<file path="src/rtl/kb_codes_pkg.sv">
// Shared PS/2 Set-2 scan-code constants, encoder state type and lookup result.
// The receive-side scan-code-to-ASCII converter imports the same constants.
package kb_codes_pkg;

  localparam logic [7:0] KC_A = 8'h1C, KC_B = 8'h32, KC_C = 8'h21, KC_D = 8'h23;
  localparam logic [7:0] KC_E = 8'h24, KC_F = 8'h2B, KC_G = 8'h34, KC_H = 8'h33;
  localparam logic [7:0] KC_I = 8'h43, KC_J = 8'h3B, KC_K = 8'h42, KC_L = 8'h4B;
  localparam logic [7:0] KC_M = 8'h3A, KC_N = 8'h31, KC_O = 8'h44, KC_P = 8'h4D;
  localparam logic [7:0] KC_Q = 8'h15, KC_R = 8'h2D, KC_S = 8'h1B, KC_T = 8'h2C;
  localparam logic [7:0] KC_U = 8'h3C, KC_V = 8'h2A, KC_W = 8'h1D, KC_X = 8'h22;
  localparam logic [7:0] KC_Y = 8'h35, KC_Z = 8'h1A;

  localparam logic [7:0] KC_0 = 8'h45, KC_1 = 8'h16, KC_2 = 8'h1E, KC_3 = 8'h26;
  localparam logic [7:0] KC_4 = 8'h25, KC_5 = 8'h2E, KC_6 = 8'h36, KC_7 = 8'h3D;
  localparam logic [7:0] KC_8 = 8'h3E, KC_9 = 8'h46;

  localparam logic [7:0] KC_GRAVE  = 8'h0E, KC_MINUS  = 8'h4E, KC_EQUAL  = 8'h55;
  localparam logic [7:0] KC_LBRACK = 8'h54, KC_RBRACK = 8'h5B, KC_BSLASH = 8'h5D;
  localparam logic [7:0] KC_SEMI   = 8'h4C, KC_QUOTE  = 8'h52, KC_COMMA  = 8'h41;
  localparam logic [7:0] KC_PERIOD = 8'h49, KC_SLASH  = 8'h4A, KC_SPACE  = 8'h29;
  localparam logic [7:0] KC_ENTER  = 8'h5A, KC_BKSP   = 8'h66, KC_TAB    = 8'h0D;
  localparam logic [7:0] KC_LSHIFT = 8'h12, KC_BREAK  = 8'hF0;

  typedef enum logic [2:0] {
    IDLE, SH_MK, KEY_MK, KEY_BP, KEY_BK, SH_BP, SH_BK, GAP
  } kb_state_e;

  typedef struct packed {
    logic [7:0] key_code;
    logic       needs_shift;
    logic       supported;
  } kb_lookup_t;

  function automatic logic [7:0] letter_code(input logic [4:0] idx);
    case (idx)
      5'd0:  return KC_A;  5'd1:  return KC_B;  5'd2:  return KC_C;
      5'd3:  return KC_D;  5'd4:  return KC_E;  5'd5:  return KC_F;
      5'd6:  return KC_G;  5'd7:  return KC_H;  5'd8:  return KC_I;
      5'd9:  return KC_J;  5'd10: return KC_K;  5'd11: return KC_L;
      5'd12: return KC_M;  5'd13: return KC_N;  5'd14: return KC_O;
      5'd15: return KC_P;  5'd16: return KC_Q;  5'd17: return KC_R;
      5'd18: return KC_S;  5'd19: return KC_T;  5'd20: return KC_U;
      5'd21: return KC_V;  5'd22: return KC_W;  5'd23: return KC_X;
      5'd24: return KC_Y;  5'd25: return KC_Z;
      default: return 8'h00;
    endcase
  endfunction

  function automatic logic [7:0] digit_code(input logic [3:0] idx);
    case (idx)
      4'd0: return KC_0;  4'd1: return KC_1;  4'd2: return KC_2;
      4'd3: return KC_3;  4'd4: return KC_4;  4'd5: return KC_5;
      4'd6: return KC_6;  4'd7: return KC_7;  4'd8: return KC_8;
      4'd9: return KC_9;
      default: return 8'h00;
    endcase
  endfunction

endpackage

</file>
<file path="src/rtl/ascii_to_kb_lookup.sv">
// Combinational ASCII -> Set-2 key lookup: key code, whether Shift is held,
// and whether the character can be typed at all.
module ascii_to_kb_lookup
  import kb_codes_pkg::*;
(
  input  logic [7:0] ascii_in,
  output kb_lookup_t lk
);

  function automatic kb_lookup_t mk(input logic [7:0] code, input logic sh);
    return '{key_code: code, needs_shift: sh, supported: 1'b1};
  endfunction

  always_comb begin
    lk = '{key_code: 8'h00, needs_shift: 1'b0, supported: 1'b0};
    if (ascii_in >= 8'h61 && ascii_in <= 8'h7A) begin
      lk = mk(letter_code(5'(ascii_in - 8'h61)), 1'b0);
    end else if (ascii_in >= 8'h41 && ascii_in <= 8'h5A) begin
      lk = mk(letter_code(5'(ascii_in - 8'h41)), 1'b1);
    end else if (ascii_in >= 8'h30 && ascii_in <= 8'h39) begin
      lk = mk(digit_code(4'(ascii_in - 8'h30)), 1'b0);
    end else begin
      case (ascii_in)
        8'h60: lk = mk(KC_GRAVE,  1'b0);  8'h7E: lk = mk(KC_GRAVE,  1'b1);
        8'h2D: lk = mk(KC_MINUS,  1'b0);  8'h5F: lk = mk(KC_MINUS,  1'b1);
        8'h3D: lk = mk(KC_EQUAL,  1'b0);  8'h2B: lk = mk(KC_EQUAL,  1'b1);
        8'h5B: lk = mk(KC_LBRACK, 1'b0);  8'h7B: lk = mk(KC_LBRACK, 1'b1);
        8'h5D: lk = mk(KC_RBRACK, 1'b0);  8'h7D: lk = mk(KC_RBRACK, 1'b1);
        8'h5C: lk = mk(KC_BSLASH, 1'b0);  8'h7C: lk = mk(KC_BSLASH, 1'b1);
        8'h3B: lk = mk(KC_SEMI,   1'b0);  8'h3A: lk = mk(KC_SEMI,   1'b1);
        8'h27: lk = mk(KC_QUOTE,  1'b0);  8'h22: lk = mk(KC_QUOTE,  1'b1);
        8'h2C: lk = mk(KC_COMMA,  1'b0);  8'h3C: lk = mk(KC_COMMA,  1'b1);
        8'h2E: lk = mk(KC_PERIOD, 1'b0);  8'h3E: lk = mk(KC_PERIOD, 1'b1);
        8'h2F: lk = mk(KC_SLASH,  1'b0);  8'h3F: lk = mk(KC_SLASH,  1'b1);
        // Shifted digit row: ! @ # $ % ^ & * ( )
        8'h21: lk = mk(KC_1, 1'b1);  8'h40: lk = mk(KC_2, 1'b1);
        8'h23: lk = mk(KC_3, 1'b1);  8'h24: lk = mk(KC_4, 1'b1);
        8'h25: lk = mk(KC_5, 1'b1);  8'h5E: lk = mk(KC_6, 1'b1);
        8'h26: lk = mk(KC_7, 1'b1);  8'h2A: lk = mk(KC_8, 1'b1);
        8'h28: lk = mk(KC_9, 1'b1);  8'h29: lk = mk(KC_0, 1'b1);
        8'h20: lk = mk(KC_SPACE, 1'b0);
        8'h0A: lk = mk(KC_ENTER, 1'b0);
        8'h0D: lk = mk(KC_ENTER, 1'b0);
        8'h08: lk = mk(KC_BKSP,  1'b0);
        8'h09: lk = mk(KC_TAB,   1'b0);
        default: lk = '{key_code: 8'h00, needs_shift: 1'b0, supported: 1'b0};
      endcase
    end
  end

endmodule

</file>
<file path="src/rtl/ascii_kb_code_encoder.sv">
// Turns one accepted ASCII character into its PS/2 Set-2 make/break byte
// sequence (with Left-Shift wrapping), one byte per valid/ready handshake.
module ascii_kb_code_encoder
  import kb_codes_pkg::*;
#(
  parameter logic [7:0] SHIFT_CODE   = 8'h12,
  parameter logic [7:0] BREAK_PREFIX = 8'hF0,
  parameter int         GAP_CYCLES   = 0
) (
  input  logic       clk,
  input  logic       rst_n,
  input  logic [7:0] ascii_in,
  input  logic       ascii_valid,
  output logic       ascii_ready,
  output logic [7:0] code_out,
  output logic       code_valid,
  input  logic       code_ready,
  output logic       unsupported,
  output logic       busy
);

  localparam int GAP_W = (GAP_CYCLES > 0) ? $clog2(GAP_CYCLES + 1) : 1;
  localparam logic [GAP_W-1:0] GAP_LOAD = (GAP_CYCLES > 0) ? GAP_W'(GAP_CYCLES - 1) : '0;

  kb_lookup_t lk;

  kb_state_e        state_q, state_d;
  kb_state_e        ret_q, ret_d;
  logic [GAP_W-1:0] gap_q, gap_d;
  logic [7:0]       key_q, key_d;
  logic             shift_q, shift_d;
  logic [7:0]       code_out_q, code_out_d;
  logic             code_valid_q, code_valid_d;
  logic             ascii_ready_q, ascii_ready_d;
  logic             unsupported_q, unsupported_d;
  logic             busy_q, busy_d;
  kb_state_e        adv;

  ascii_to_kb_lookup u_lookup (
    .ascii_in (ascii_in),
    .lk       (lk)
  );

  function automatic kb_state_e seq_next(input kb_state_e s, input logic sh);
    case (s)
      SH_MK:   return KEY_MK;
      KEY_MK:  return KEY_BP;
      KEY_BP:  return KEY_BK;
      KEY_BK:  return sh ? SH_BP : IDLE;
      SH_BP:   return SH_BK;
      default: return IDLE;
    endcase
  endfunction

  function automatic logic is_byte_state(input kb_state_e s);
    return (s != IDLE) && (s != GAP);
  endfunction

  function automatic logic [7:0] byte_for(input kb_state_e s, input logic [7:0] key);
    case (s)
      SH_MK, SH_BK:   return SHIFT_CODE;
      KEY_MK, KEY_BK: return key;
      KEY_BP, SH_BP:  return BREAK_PREFIX;
      default:        return 8'h00;
    endcase
  endfunction

  always_comb begin
    state_d       = state_q;
    ret_d         = ret_q;
    gap_d         = gap_q;
    key_d         = key_q;
    shift_d       = shift_q;
    unsupported_d = 1'b0;
    adv           = IDLE;

    case (state_q)
      IDLE: begin
        if (ascii_valid && ascii_ready_q) begin
          key_d   = lk.key_code;
          shift_d = lk.needs_shift;
          if (!lk.supported) begin
            unsupported_d = 1'b1;
          end else begin
            state_d = lk.needs_shift ? SH_MK : KEY_MK;
          end
        end
      end
      GAP: begin
        if (gap_q == '0) begin
          state_d = ret_q;
        end else begin
          gap_d = gap_q - GAP_W'(1);
        end
      end
      default: begin
        if (code_valid_q && code_ready) begin
          adv = seq_next(state_q, shift_q);
          if (GAP_CYCLES > 0) begin
            state_d = GAP;
            ret_d   = adv;
            gap_d   = GAP_LOAD;
          end else begin
            state_d = adv;
          end
        end
      end
    endcase

    // Outputs are registered views of the next state, so they line up with state_q.
    code_valid_d  = is_byte_state(state_d);
    code_out_d    = is_byte_state(state_d) ? byte_for(state_d, key_d) : code_out_q;
    ascii_ready_d = (state_d == IDLE);
    busy_d        = (state_d != IDLE);
  end

  always_ff @(posedge clk or negedge rst_n) begin
    if (!rst_n) begin
      state_q       <= IDLE;
      ret_q         <= IDLE;
      gap_q         <= '0;
      key_q         <= 8'h00;
      shift_q       <= 1'b0;
      code_out_q    <= 8'h00;
      code_valid_q  <= 1'b0;
      ascii_ready_q <= 1'b1;
      unsupported_q <= 1'b0;
      busy_q        <= 1'b0;
    end else begin
      state_q       <= state_d;
      ret_q         <= ret_d;
      gap_q         <= gap_d;
      key_q         <= key_d;
      shift_q       <= shift_d;
      code_out_q    <= code_out_d;
      code_valid_q  <= code_valid_d;
      ascii_ready_q <= ascii_ready_d;
      unsupported_q <= unsupported_d;
      busy_q        <= busy_d;
    end
  end

  assign ascii_ready = ascii_ready_q;
  assign code_out    = code_out_q;
  assign code_valid  = code_valid_q;
  assign unsupported = unsupported_q;
  assign busy        = busy_q;

endmodule

</file>
<file path="config.mk">
export PLATFORM = sky130hd
export DESIGN_NAME = ascii_kb_code_encoder
export DESIGN_NICKNAME = d
export VERILOG_FILES = /design/src/rtl/kb_codes_pkg.sv /design/src/rtl/ascii_to_kb_lookup.sv /design/src/rtl/ascii_kb_code_encoder.sv
export SDC_FILE = /design/constraint.sdc
export NUM_CORES = 1
export LEC_CHECK = 0
export CORE_MARGIN = 2
export CORE_UTILIZATION = 50
export DETAILED_ROUTE_END_ITERATION = 8
export HOLD_SLACK_MARGIN = 0.02
export PLACE_DENSITY = 0.67
export SLEW_MARGIN = 0
export SYNTH_ARGS = -nofsm -noshare
export SYNTH_HDL_FRONTEND = slang
export SYNTH_SLANG_ARGS = --single-unit
</file>
<file path="constraint.sdc">
create_clock -name clk -period 2.5 [get_ports clk]
set_input_delay 0.375 -clock clk [delete_from_list [all_inputs] [get_ports clk]]
set_output_delay 0.375 -clock clk [all_outputs]
set_load 0.02 [all_outputs]
</file>
Word level (Yosys, flattened, before mapping) --
Memory sizes are Yosys's and may differ from the RTL's. Index checks and enable logic that the tools add are counted. Widths: inputs -> output; s select.
Storage, ports and cells: register bits after elaboration 25, memories kept 4, output and inout port bits 12, word-level logic and storage cells 68, bits in read-only memories 1712
Memories:
- (name not given) | depth 128, width 9, read ports 1, clocked after Yosys merged registers in 0, wr ports 0, line ascii_to_kb_lookup.sv:23 | case (ascii_in)
- (name not given) | depth 32, width 7, read ports 1, clocked after Yosys merged registers in 0, wr ports 0, line kb_codes_pkg.sv:35 | case (idx)
- (name not given) | depth 32, width 7, read ports 1, clocked after Yosys merged registers in 0, wr ports 0, line kb_codes_pkg.sv:35
- (name not given) | depth 16, width 7, read ports 1, clocked after Yosys merged registers in 0, wr ports 0, line kb_codes_pkg.sv:50 | case (idx)
Cells by class: mux-type cells 19, magnitude comparators 6, reductions and logical operators 13, equality and inequality tests 13, $add $sub $neg 4
Operator list (number):
- $mux 10 | 4
- $pmux 8 s3 | 1
- $eq 3x3->1 const B | 6
- $ge 8x7->1 const B | 2
- $le 8x7->1 const B | 2
- $mux 8 | 2
- $mux 3 | 5
- $pmux 3 s5 | 1
- $eq 3x2->1 const B | 4
- $sub 5x1->5 const B | 2
- $ge 8x6->1 const B | 1
- $le 8x6->1 const B | 1
- $eq 3x1->1 const B | 2
- $logic_and 1x1->1 | 6
- $logic_not 3->1 | 2
- $pmux 3 s2 | 1
- $reduce_or 2->1 | 3
- $mux 1 | 4
- $sub 4x1->4 const B | 1
- $ne 3x3->1 const B | 1
- $reduce_bool 3->1 | 1
- $mux 2 | 1
- $reduce_and 2->1 | 1
- $sub 1x1->1 const B | 1

Depth between registers and ports, before layout --
Gate-level depths: netlist of the first run.
depth in word-level cells 12, mapped depth 14, mapped depth without buffers 11

Hierarchy --
Synthesis of the first run repeated with hierarchy kept, for this count alone.
Unflattened totals: cells, all modules 346, area, all modules 2810.2 um^2
By module, submodules not included:
- ascii_to_kb_lookup | instances 1, cells each 251, area an instance 1615.3 um^2
- ascii_kb_code_encoder | instances 1, cells each 95, area an instance 1194.9 um^2

Worst setup path before layout of the first run --
No wires, ideal clock.
path kind input to register, from in ascii_in[0], to reg code_out_q[4], in the netlist code_out[4], arrival time 3.063 ns, stages 14, path slack -0.650 ns, buffers on the path 3, required time 2.413 ns, library setup time 0.087 ns, path through clkbuf_1 -> clkbuf_1 -> inv_1 -> ha_1 -> inv_1 -> ha_1 -> clkbuf_1 -> inv_1 -> ha_1 -> o21ai_0 -> a21oi_1 -> o31ai_1 -> a211oi_1 -> a22oi_1
Between the ends: word-level cells in the longest chain between the ends 12, elaborated cells between the ends (all ways) 39
RTL lines:
- start, declared | line ascii_kb_code_encoder.sv:12 | input logic [7:0] ascii_in,
- $mem_v2 128x9 (tied with other cells)
- $mux 10 or $logic_and 1x1->1 (tied branches) | line ascii_to_kb_lookup.sv:23, ascii_to_kb_lookup.sv:20
- $mux 10 | line ascii_to_kb_lookup.sv:20 | end else if (ascii_in >= 8'h30 && ascii_in <= 8'h39) begin
- $mux 10 | line ascii_to_kb_lookup.sv:18 | end else if (ascii_in >= 8'h41 && ascii_in <= 8'h5A) begin
- $mux 10 * | line ascii_to_kb_lookup.sv:16 | if (ascii_in >= 8'h61 && ascii_in <= 8'h7A) begin
- $mux 2 | line ascii_kb_code_encoder.sv:85 | state_d = lk.needs_shift ? SH_MK : KEY_MK;
- $mux 3 | line ascii_kb_code_encoder.sv:82 | if (!lk.supported) begin
- $mux 3 | line ascii_kb_code_encoder.sv:79 | if (ascii_valid && ascii_ready_q) begin
- $pmux 3 s2 | line ascii_kb_code_encoder.sv:77 | case (state_q)
- $eq 3x2->1 (tied with other cells) | line ascii_kb_code_encoder.sv:60 | case (s)
- $reduce_or 2->1 | line ascii_kb_code_encoder.sv:60
- $pmux 8 s3 | line ascii_kb_code_encoder.sv:60
- end signal, assigned | line ascii_kb_code_encoder.sv:135 | code_out_q <= code_out_d;
- end, declared | line ascii_kb_code_encoder.sv:32 | logic [7:0] code_out_q, code_out_d;
Mark *: on every way between the ends. The rest lies on a longest branch, timed or not. A chain may end at the register's enable or synchronous reset.

Worst setup path after layout of the first run --
from in ascii_in[0], to reg code_out_q[1], in the netlist code_out[1]
Between the ends: word-level cells in the longest chain between the ends 12, elaborated cells between the ends (all ways) 39
RTL lines:
- $mem_v2 128x9 (tied with other cells)
- $mux 10 or $logic_and 1x1->1 (tied branches) | line ascii_to_kb_lookup.sv:23, ascii_to_kb_lookup.sv:20
- $mux 10 | line ascii_to_kb_lookup.sv:20
- $mux 10 | line ascii_to_kb_lookup.sv:18
- $mux 10 * | line ascii_to_kb_lookup.sv:16
- $mux 2 | line ascii_kb_code_encoder.sv:85
- $mux 3 * | line ascii_kb_code_encoder.sv:82
- $mux 3 * | line ascii_kb_code_encoder.sv:79
- $pmux 3 s2 * | line ascii_kb_code_encoder.sv:77
- net state_d[0] | line ascii_kb_code_encoder.sv:27 | kb_state_e state_q, state_d;
- $eq 3x2->1 (tied with other cells) | line ascii_kb_code_encoder.sv:60
- $reduce_or 2->1 | line ascii_kb_code_encoder.sv:60
- $pmux 8 s3 | line ascii_kb_code_encoder.sv:60
Mark *: on every way through the listed nets, which the timed path passes. The rest lies on a longest branch.

==> flow_summary.json, run 1 <==
{
  "grt_max_degree": 41,
  "syn2layout_area_growth_pct": 47.9,
  "timing.rr.start": "state_q[1]$_DFF_PN0_",
  "timing.fmax_ghz": 0.404,
  "yosysSeqAreaShare_pct": 20.3,
  "via_count": 3552,
  "clock-root-buffer": "clkbuf_8",
  "slew_headroom_pct": 62.9,
  "p_sw_w": 0.00122,
  "initial_core_util_pct": 50.9,
  "final_area_sq_mm": 0.00438,
  "portBuffers": 23,
  "synthMuxAreaShare_pct": 2.45,
  "synthAdderAreaFrac_pct": 4.65,
  "cts_max_level": 1,
  "grt_pass1_wl_microns": 16400,
  "wirelength_microns": 10600,
  "cap_violations": 0,
  "insertion_delay_ns": 0.26,
  "grt_use_total_pct": 32.2,
  "std_cell_rows": 28,
  "ys_ff_latch": 24,
  "tns_ns": 0,
  "cts_tree": "yes",
  "hp-class": "primary input to asynchronous set/reset pin",
  "swShare_pct": 43.5,
  "power.total_w": 0.00281,
  "cts_made_buffers": 3,
  "ff2ff_path_depth": 9,
  "fin_nets": 519,
  "whs_ns": 0.459,
  "synth_top_area_share_pct": 19.4,
  "tightest_slew_ns": 0.551,
  "diodes": 0,
  "synth_compound_area_share_pct": 37.9,
  "io_pins": 24,
  "setup_viol": 0,
  "grt_pass1_vias": 3255,
  "die_w_microns": 81.0,
  "worstPathArrival_ns": 2.63,
  "syn_nets": 406,
  "r2r_setup_slack_ns": 0.54,
  "drive_gt1_share_pct": 38.8,
  "detailedPlace.worstSlack_ns": -0.737,
  "power_density_mw_per_mm2": 642,
  "postPlaceCellArea_sq_mm": 0.00397,
  "drt_first_pass_iters": 5,
  "path_cells": "buf_4 > inv_8 > buf_6 > ha_4 > or4b_4 > a41oi_2 > o211ai_2 > buf_4 > a31o_4 > o21ai_4 > o21ba_4 > a2bb2oi_2",
  "synth_edf_count": 0,
  "dr.first_iter.drc_count": 481,
  "clock_sinks": 24,
  "power_frac_seq_pct": 24.1,
  "fin_ws_ns": 0.0245,
  "p_int_w": 0.00159,
  "dpl.hpwl_microns": 7740,
  "gr-total-overflow": 0,
  "max_stage_delay_ns": 0.49,
  "syn_avg_cell_area_sq_um": 7.73,
  "cp-end-kind": "register",
  "hold_viol": 0,
  "antenna_found_initial": 0,
  "period_needed_ns": 2.48,
  "gp_congestion": 0.951,
  "async_reset_ff_share_pct": 100,
  "clkPwrFrac_pct": 8.3,
  "ys_types": 77,
  "finalCritPeriodShare_pct": 99.0,
  "start_kind": "primary input",
  "cts.path.max_buffers": 2,
  "crit_fanout": 7,
  "synth-simple-area-share_pct": 25.0,
  "p_leak_nw": 1.79,
  "core_area_sq_mm": 0.00582,
  "yosys-top-cells-area": "dfrtp_1 (19%), o21ai_0 (5.1%), ha_1 (4.6%)",
  "drcViolationCount": 0,
  "die_area_sq_mm": 0.00655,
  "wl_per_cell_microns": 18.5,
  "timing.rr.end": "code_out[7]$_DFFE_PN0P_",
  "yosysWarnings": 0,
  "synth_flop_cell": "dfrtp_1",
  "vdd_drop_max_mv": 0.789,
  "synthesis.area_sq_mm": 0.00296,
  "crit_top_cell": "buf_4",
  "syn_inst": 383,
  "crit_type": "primary input to register",
  "synth_top_area_cell": "dfrtp_1",
  "crit_slowest_cell": "or4b_4",
  "p_comb_share_pct": 67.6,
  "antenna_left": 0,
  "fin_skew_ns": 0.00298,
  "synth_top_family_by_area": "compound AO/OA/AOI/OAI gates",
  "status": "finished, final reports clean",
  "crit_required_ns": 2.66,
  "die_y_microns": 81.0,
  "synthXorXnorAreaFrac_pct": 1.18,
  "drv_slew": 0,
  "clkTransAtPathRegs_ns": 0.08,
  "vias_per_cell": 6.23
}
[logic make-up after synthesis]
family	count (synthesis)
compound gates	153
simple gates	133
buf+inv	51
flops	24
fa+ha+maj	11
mux	7
xor+xnor	4
[placed cells by master (no fill, tap or decap), types with 5 or more instances in the layout]
cell             netlist  routed
mux2i_1                5       5
clkdlybuf4s50_1        0      17
nor3_1                 5       5
buf_6                  5       6
dfrtp_1               23      23
nand4b_1               5       5
ha_1                  11       6
nor2b_1                9       8
or3_1                  6       6
o21ai_0               30      23
nand3_1               12      12
nand2b_1              10      10
and2_1                 6       6
a31oi_1                9       9
o21ai_1                1       8
nor2_1                19      17
a21oi_1               27      26
nand2_1               30      30
inv_1                 16      12
a211oi_1              14       8
o211ai_1               8       8
a211oi_2               0       6
buf_4                  0     112
[flip-flops by register name, indices dropped and copies added, names as in the netlist]
register / cells
code_out: 8
busy: 1
ascii_ready: 1
unsupported: 1
state_q: 3
key_q: 8
code_valid: 1
shift_q: 1
[metrics by stage]
stage	std cells	util (%)
after floorplan	383	-
after global placement	551	68.3
after detailed placement	551	68.3
after CTS	562	70.8
after global routing	570	75.3
final	570	75.3
[synthesized netlist by cell type, types with 3 or more instances]
cell       number
a2111oi_0       4
a211o_1         4
a211oi_1       14
a21oi_1        27
a221oi_1        3
a22oi_1         3
a31oi_1         9
and2_1          6
buf_2          17
buf_6           5
clkbuf_1        9
dfrtp_1        23
ha_1           11
inv_1          16
mux2i_1         5
nand2_1        30
nand2b_1       10
nand3_1        12
nand3b_1        3
nand4_1         4
nand4b_1        5
nor2_1         19
nor2_2          3
nor2b_1         9
nor3_1          5
nor3b_1         4
o211ai_1        8
o21a_1          4
o21ai_0        30
o22ai_1         4
o31a_1          4
o31ai_1         4
or2_2           3
or3_1           6
xnor2_1         4
[metal layers]
layer	vias up	track usage [%]	part of all wire (%)
met1	1691	46.8	45
li1	1677	-	-
met3	21	3.33	6.9
met2	163	49.8	45
met5	-	0	0
met4	0	10.8	2.3
[critical path, delay by kind of cell]
kind / cells / cell delay [ns]
AND/OR/NAND/NOR: 1 / 0.49
buffers and inverters: 4 / 0.47
AO/OA/AOI/OAI: 6 / 1.17
adder cells (fa/ha/maj): 1 / 0.13
[power groups by stage]
stage	combinational [W]	clock, W	sequential, W
finish	0.00190	0.000234	0.000677
global route	0.00206	0.000253	0.000698
CTS	0.00174	0.000237	0.000672
detailed placement	0.00170	0	0.000677
global placement	0.00167	0	0.000669
floorplan	0.000936	0	0.000751
[worst max path at each step]
stage | start | to
2_1_floorplan | ascii_in[0] | code_out[1]$_DFFE_PN0P_
3_3_place_gp | ascii_in[1] | code_out[0]$_DFFE_PN0P_
3_5_place_dp | ascii_in[1] | code_out[1]$_DFFE_PN0P_
4_1_cts | ascii_in[5] | code_out[2]$_DFFE_PN0P_
5_1_grt | ascii_in[6] | code_out[3]$_DFFE_PN0P_
6_report | ascii_in[0] | code_out[1]$_DFFE_PN0P_
[cell type report]
cell class | count | area (sq um)
tap | 75 | 93.8
inverter | 17 | 80.1
multi-input combinational | 308 | 2390
clock buffer | 4 | 45.0
timing repair buffer | 142 | 1170
sequential | 24 | 602
fill | 458 | 1440
[what timing repair did]
action,in CTS,in global routing
hold buffers,0,0
pin swaps,10,25
cloned,0,1
endpoints found under the setup margin,20,10
setup buffers,7,7
resized for setup,26,48
(Power assumes the default switching activity.)
==> inputs of run 2 (changes only) <==
- CAP_MARGIN: unset -> 10
==> results of run 2 <==
The final DEF is identical to that of run 1; final timing and power are the same.
==> edit 1 (flow settings as in run 1) <==
Make the reset (`rst_n`) synchronous in one clocked block.
--- a/src/rtl/ascii_kb_code_encoder.sv
+++ b/src/rtl/ascii_kb_code_encoder.sv
@@ -114,7 +114,7 @@
     busy_d        = (state_d != IDLE);
   end
 
-  always_ff @(posedge clk or negedge rst_n) begin
+  always_ff @(posedge clk) begin
     if (!rst_n) begin
       state_q       <= IDLE;
       ret_q         <= IDLE;
Function: differs if rst_n is asserted again (counterexample within 4 cycles, from zero or initial values and one cycle with rst_n low); with rst_n held inactive, the same outputs for 10 cycles.
==> edit 1 against run 1 <==
The run now ends with negative setup slack left. Core utilization is 3.1 points higher. Synthesized area is 11% lower. Global-route usage is 0.32 points higher. Routed wire length is 7.5% lower. Sequential cell count stayed put. Worst setup slack worse by 0.12 ns. Sequential share of layout area is 1.7 points lower. Synthesized cell count is 7.6% lower. Cell area is 8.6% lower. Critical endpoint is now code_out[4].
Power is not compared: it rests on default switching activity, and its combinational part moved more than twofold at a synthesized area within 25%.
==> edit 1: results (changes against run 1) <==
* Status: complete, but fails checks (was finished clean)
* Failing checks: negative setup slack
* Layout Nets at 498 (was 519)
* CP arrival at 2.75 ns (was 2.63 ns)
* Synth top area cells: dfxtp_1, a21oi_1, o21ai_0 (was dfrtp_1, o21ai_0, ha_1)
* Final Non-Filler Cells at 544 (was 570)
* Placed cell area at 0.003651 mm2 (was 0.003970 mm2)
* Synthesized Nets at 377 (was 406)
* Seq/Total Area, Yosys at 0.1816 (was 0.2032)
* Pre-antenna DRT Iters at 7 (was 5)
* Routability congestion estimate from global placement at 0.9772 (was 0.9506)
* Final WS setup at -0.09173 ns (was 0.02453 ns)
* Vias per Instance at 6.050 (was 6.232)
* Crit path max fanout at 5 (was 7)
* Vias in the first global route at 3,003 (was 3,255)
* Filler cell count at 384 (was 458)
* First-pass GRT wire length at 15.59 mm (was 16.44 mm)
* Async S/R FF share, synth at 0 (was 1.000)
* Placed insts at 519 (was 551)
* Worst hold path type: reg -> reg (was in -> async)
* Routed wire per std cell at 17.94 um (was 18.51 um)
* Synth Flop Type: dfxtp_1 (was dfrtp_1)
* Synth top cells by count: a21oi_1, o21ai_0, nor2_1, dfxtp_1, nand2_1 (was nand2_1, o21ai_0, a21oi_1, dfrtp_1, nor2_1)
* Yosys cell types at 79 (was 77)
* Worst Skew at 0.001567 ns (was 0.002983 ns)
* IO buf count at 23 (unchanged)
* GRT Resource Usage Total at 0.3254 (was 0.3223)
* Mapped Cells at 354 (was 383)
* Starting DRT DRC Count at 455 (was 481)
* Post-DP HPWL at 7.275 mm (was 7.740 mm)
* Largest net degree at the start of global routing at 14 (was 41)
* Switching Power at 500.3 uW
* Final setup fails at 1 (was 0)
==> edit 1: cell count changes after synthesis, moves of 6 or more <==
cell	change
a211oi_1	-6
nor2_1	+7
and3_1	+7
dfxtp_1	+24
nand2_1	-9
dfrtp_1	-23
buf_2	-7
==> edit 1: layout make-up <==
class | instances | area, um2 | share of cell area
inverter | 12 | 67.56 | 0.01688
timing repair buffer | 144 | 1170 | 0.2922
multi-input combinational | 290 | 2143 | 0.5353
tap | 70 | 87.58 | 0.02188
sequential | 24 | 480.5 | 0.1200
clock buffer | 4 | 55.05 | 0.01375
==> edit 1: logic make-up after synthesis <==
group	count (synthesis)	synth area share
AND/OR/NAND/NOR	125	0.2663
multiplexers	8	0.03548
AO/OA/AOI/OAI	139	0.3657
flip-flops	24	0.1816
XOR/XNOR	7	0.02602
buffers and inverters	40	0.07285
adder cells (fa/ha/maj)	11	0.05203
==> edit 1: power groups by stage <==
stage | sequential [mW] | clock [mW] | combinational, mW
after floorplan | 0.457 | 0 | 0.343
after global placement | 0.435 | 0 | 0.618
after detailed placement | 0.437 | 0 | 0.625
after CTS | 0.428 | 0.263 | 0.662
after global routing | 0.432 | 0.277 | 0.756
final | 0.429 | 0.261 | 0.705
==> edit 1: final timing paths <==
kind	start	endpoint	slack, ns	cells past startpoint
hold / removal	key_q[7]	key_q[7]	0.49	1
setup reg to reg	state_q[0]	code_out[4]	0.39	8
setup / recovery	ascii_in[1]	code_out[4]	-0.09	13
hold reg to reg	key_q[7]	key_q[7]	0.49	1
==> edit 1: through the flow <==
step | setup TNS, ns | setup WS, ns
final | -0.09173 | -0.09173
after global routing | -0.4333 | -0.1383
after floorplan | -0.4570 | -0.3621
after detailed placement | -10.69 | -0.8390
after CTS | -0.1888 | -0.1585
after global placement | -9.927 | -0.7585
==> edit 1: layer usage <==
layer,share of wire,vias to the layer above,track usage
met3,0.090,18,0.07412
li1,-,1572,-
met2,0.45,169,0.5026
met4,0.016,0,0.05818
met5,0,-,0
met1,0.44,1532,0.4678
==> edit 1: what timing repair did <==
action | 4_1_cts | 5_1_grt
setup endpoints to repair | 19 | 10
buffers inserted | 10 | 11
pin swaps | 20 | 11
gates cloned | 0 | 1
hold buffers | 0 | 0
gates resized for setup | 34 | 17
==> edit 1: worst max-delay path, cell delays in order <==
cell	delay, ns
buf_8	0.11
inv_8	0.06
ha_4	0.15
inv_4	0.04
ha_4	0.30
inv_6	0.04
ha_4	0.25
inv_2	0.02
mux4_2	0.47
o21ai_2	0.17
o21ai_2	0.08
or4b_1	0.48
and3_1	0.20
==> edit 2 (settings of run 1) <==
Without the edit above. `KC_PERIOD`: 8'h49 -> 8'h24.
--- a/src/rtl/kb_codes_pkg.sv
+++ b/src/rtl/kb_codes_pkg.sv
@@ -17,7 +17,7 @@
   localparam logic [7:0] KC_GRAVE  = 8'h0E, KC_MINUS  = 8'h4E, KC_EQUAL  = 8'h55;
   localparam logic [7:0] KC_LBRACK = 8'h54, KC_RBRACK = 8'h5B, KC_BSLASH = 8'h5D;
   localparam logic [7:0] KC_SEMI   = 8'h4C, KC_QUOTE  = 8'h52, KC_COMMA  = 8'h41;
-  localparam logic [7:0] KC_PERIOD = 8'h49, KC_SLASH  = 8'h4A, KC_SPACE  = 8'h29;
+  localparam logic [7:0] KC_PERIOD = 8'h24, KC_SLASH  = 8'h4A, KC_SPACE  = 8'h29;
   localparam logic [7:0] KC_ENTER  = 8'h5A, KC_BKSP   = 8'h66, KC_TAB    = 8'h0D;
   localparam logic [7:0] KC_LSHIFT = 8'h12, KC_BREAK  = 8'hF0;
 
Function: changed (a bounded check fails within 4 cycles, from zero or initial values and one cycle with rst_n low).
==> edit 2 against run 1 <==
Worst setup slack improved by 0.065 ns. Synthesized cell count shrank 6.5%. Via count shrank 7.6%. Synthesized area shrank 5.0%. Routed wire length is 11% lower. Total power down 7.3%. Cell area is 8.2% lower. Clock skew up 0.0011 ns. Sequential cell count did not move. Sequential power rose by 3.2%. Maximum frequency up 2.7%. Combinational power shrank 12%. Sequential share of layout area grew 1.2 points. Critical path type unchanged. Largest cell class unchanged.
==> edit 2: results (changes against run 1) <==
* Status: finished clean (unchanged)
* Post-DP HPWL at 7.217 mm (was 7.740 mm)
* Worst reg-to-reg path cell count at 7 (was 9)
* Max frequency at 414.8 MHz (was 404.0 MHz)
* Sequential power at 699 uW (was 677 uW)
* Worst Skew at 0.004040 ns (was 0.002983 ns)
* Routed wire per std cell at 17.69 um (was 18.51 um)
* Synth top area cells: dfrtp_1, o21ai_0, ha_1 (unchanged)
* Switching Power at 1.133 mW (was 1.222 mW)
* Placed insts at 518 (was 551)
* Met2 Resource Use GR at 0.4881 (was 0.4983)
* Cell-internal power at 1.473 mW (was 1.588 mW)
* Met2 wire len at 4.406 mm (was 4.790 mm)
* Logic gate share of total power at 0.644 (was 0.676)
* Largest net degree at the start of global routing at 25 (was 41)
* First-pass GRT wire length at 15.37 mm (was 16.44 mm)
* Vias in the first global route at 3,091 (was 3,255)
* Layout Nets at 483 (was 519)
* Max IR drop VDD at 0.0008206 V (was 0.0007893 V)
* Setup slack, reg-to-reg at 0.32 ns (was 0.54 ns)
* Met1 usage at 0.4437 (was 0.4677)
* GRT Resource Usage Total at 0.3071 (was 0.3223)
* Routability congestion estimate from global placement at 0.9138 (was 0.9506)
* Seq/Total Area, Yosys at 0.2140 (was 0.2032)
* Post-Place Worst Slack at -0.5813 ns (was -0.7371 ns)
* Placed cell area at 0.003725 mm2 (was 0.003970 mm2)
* Layout cells sized above 1 at 0.3551 (was 0.3879)
-- edit 2: kinds of logic after synthesis --
kind of cell | share of synthesized area
buffers and inverters | 0.08763
xor gates and xnor gates | 0.009343
adders and majority gates | 0.05249
AOI/OAI and AO/OA | 0.3919
and+or+nand+nor | 0.2197
DFF | 0.2140
muxes | 0.02491
-- edit 2: worst paths after layout --
path                        startpoint          end
max                        ascii_in[4]  code_out[5]
min                              rst_n  code_out[2]
max reg2reg                 state_q[0]  code_out[0]
min reg2reg                   key_q[4]     key_q[4]
max in group asynchronous        rst_n  ascii_ready
min in group clk              key_q[4]     key_q[4]
-- edit 2: layout make-up --
cell class	count	area, um2
Sequential cell	24	601.8
Timing Repair Buffer	132	1071
Inverter	15	61.31
Fill cell	454	1454
Tap cell	72	90.09
Clock buffer	4	45.04
Multi-Input combinational cell	284	2150
-- edit 2: repair_timing --
action | CTS | global route
endpoints found under the setup margin | 14 | 9
buffers inserted | 5 | 4
resized for setup | 24 | 21
pin swaps | 7 | 11
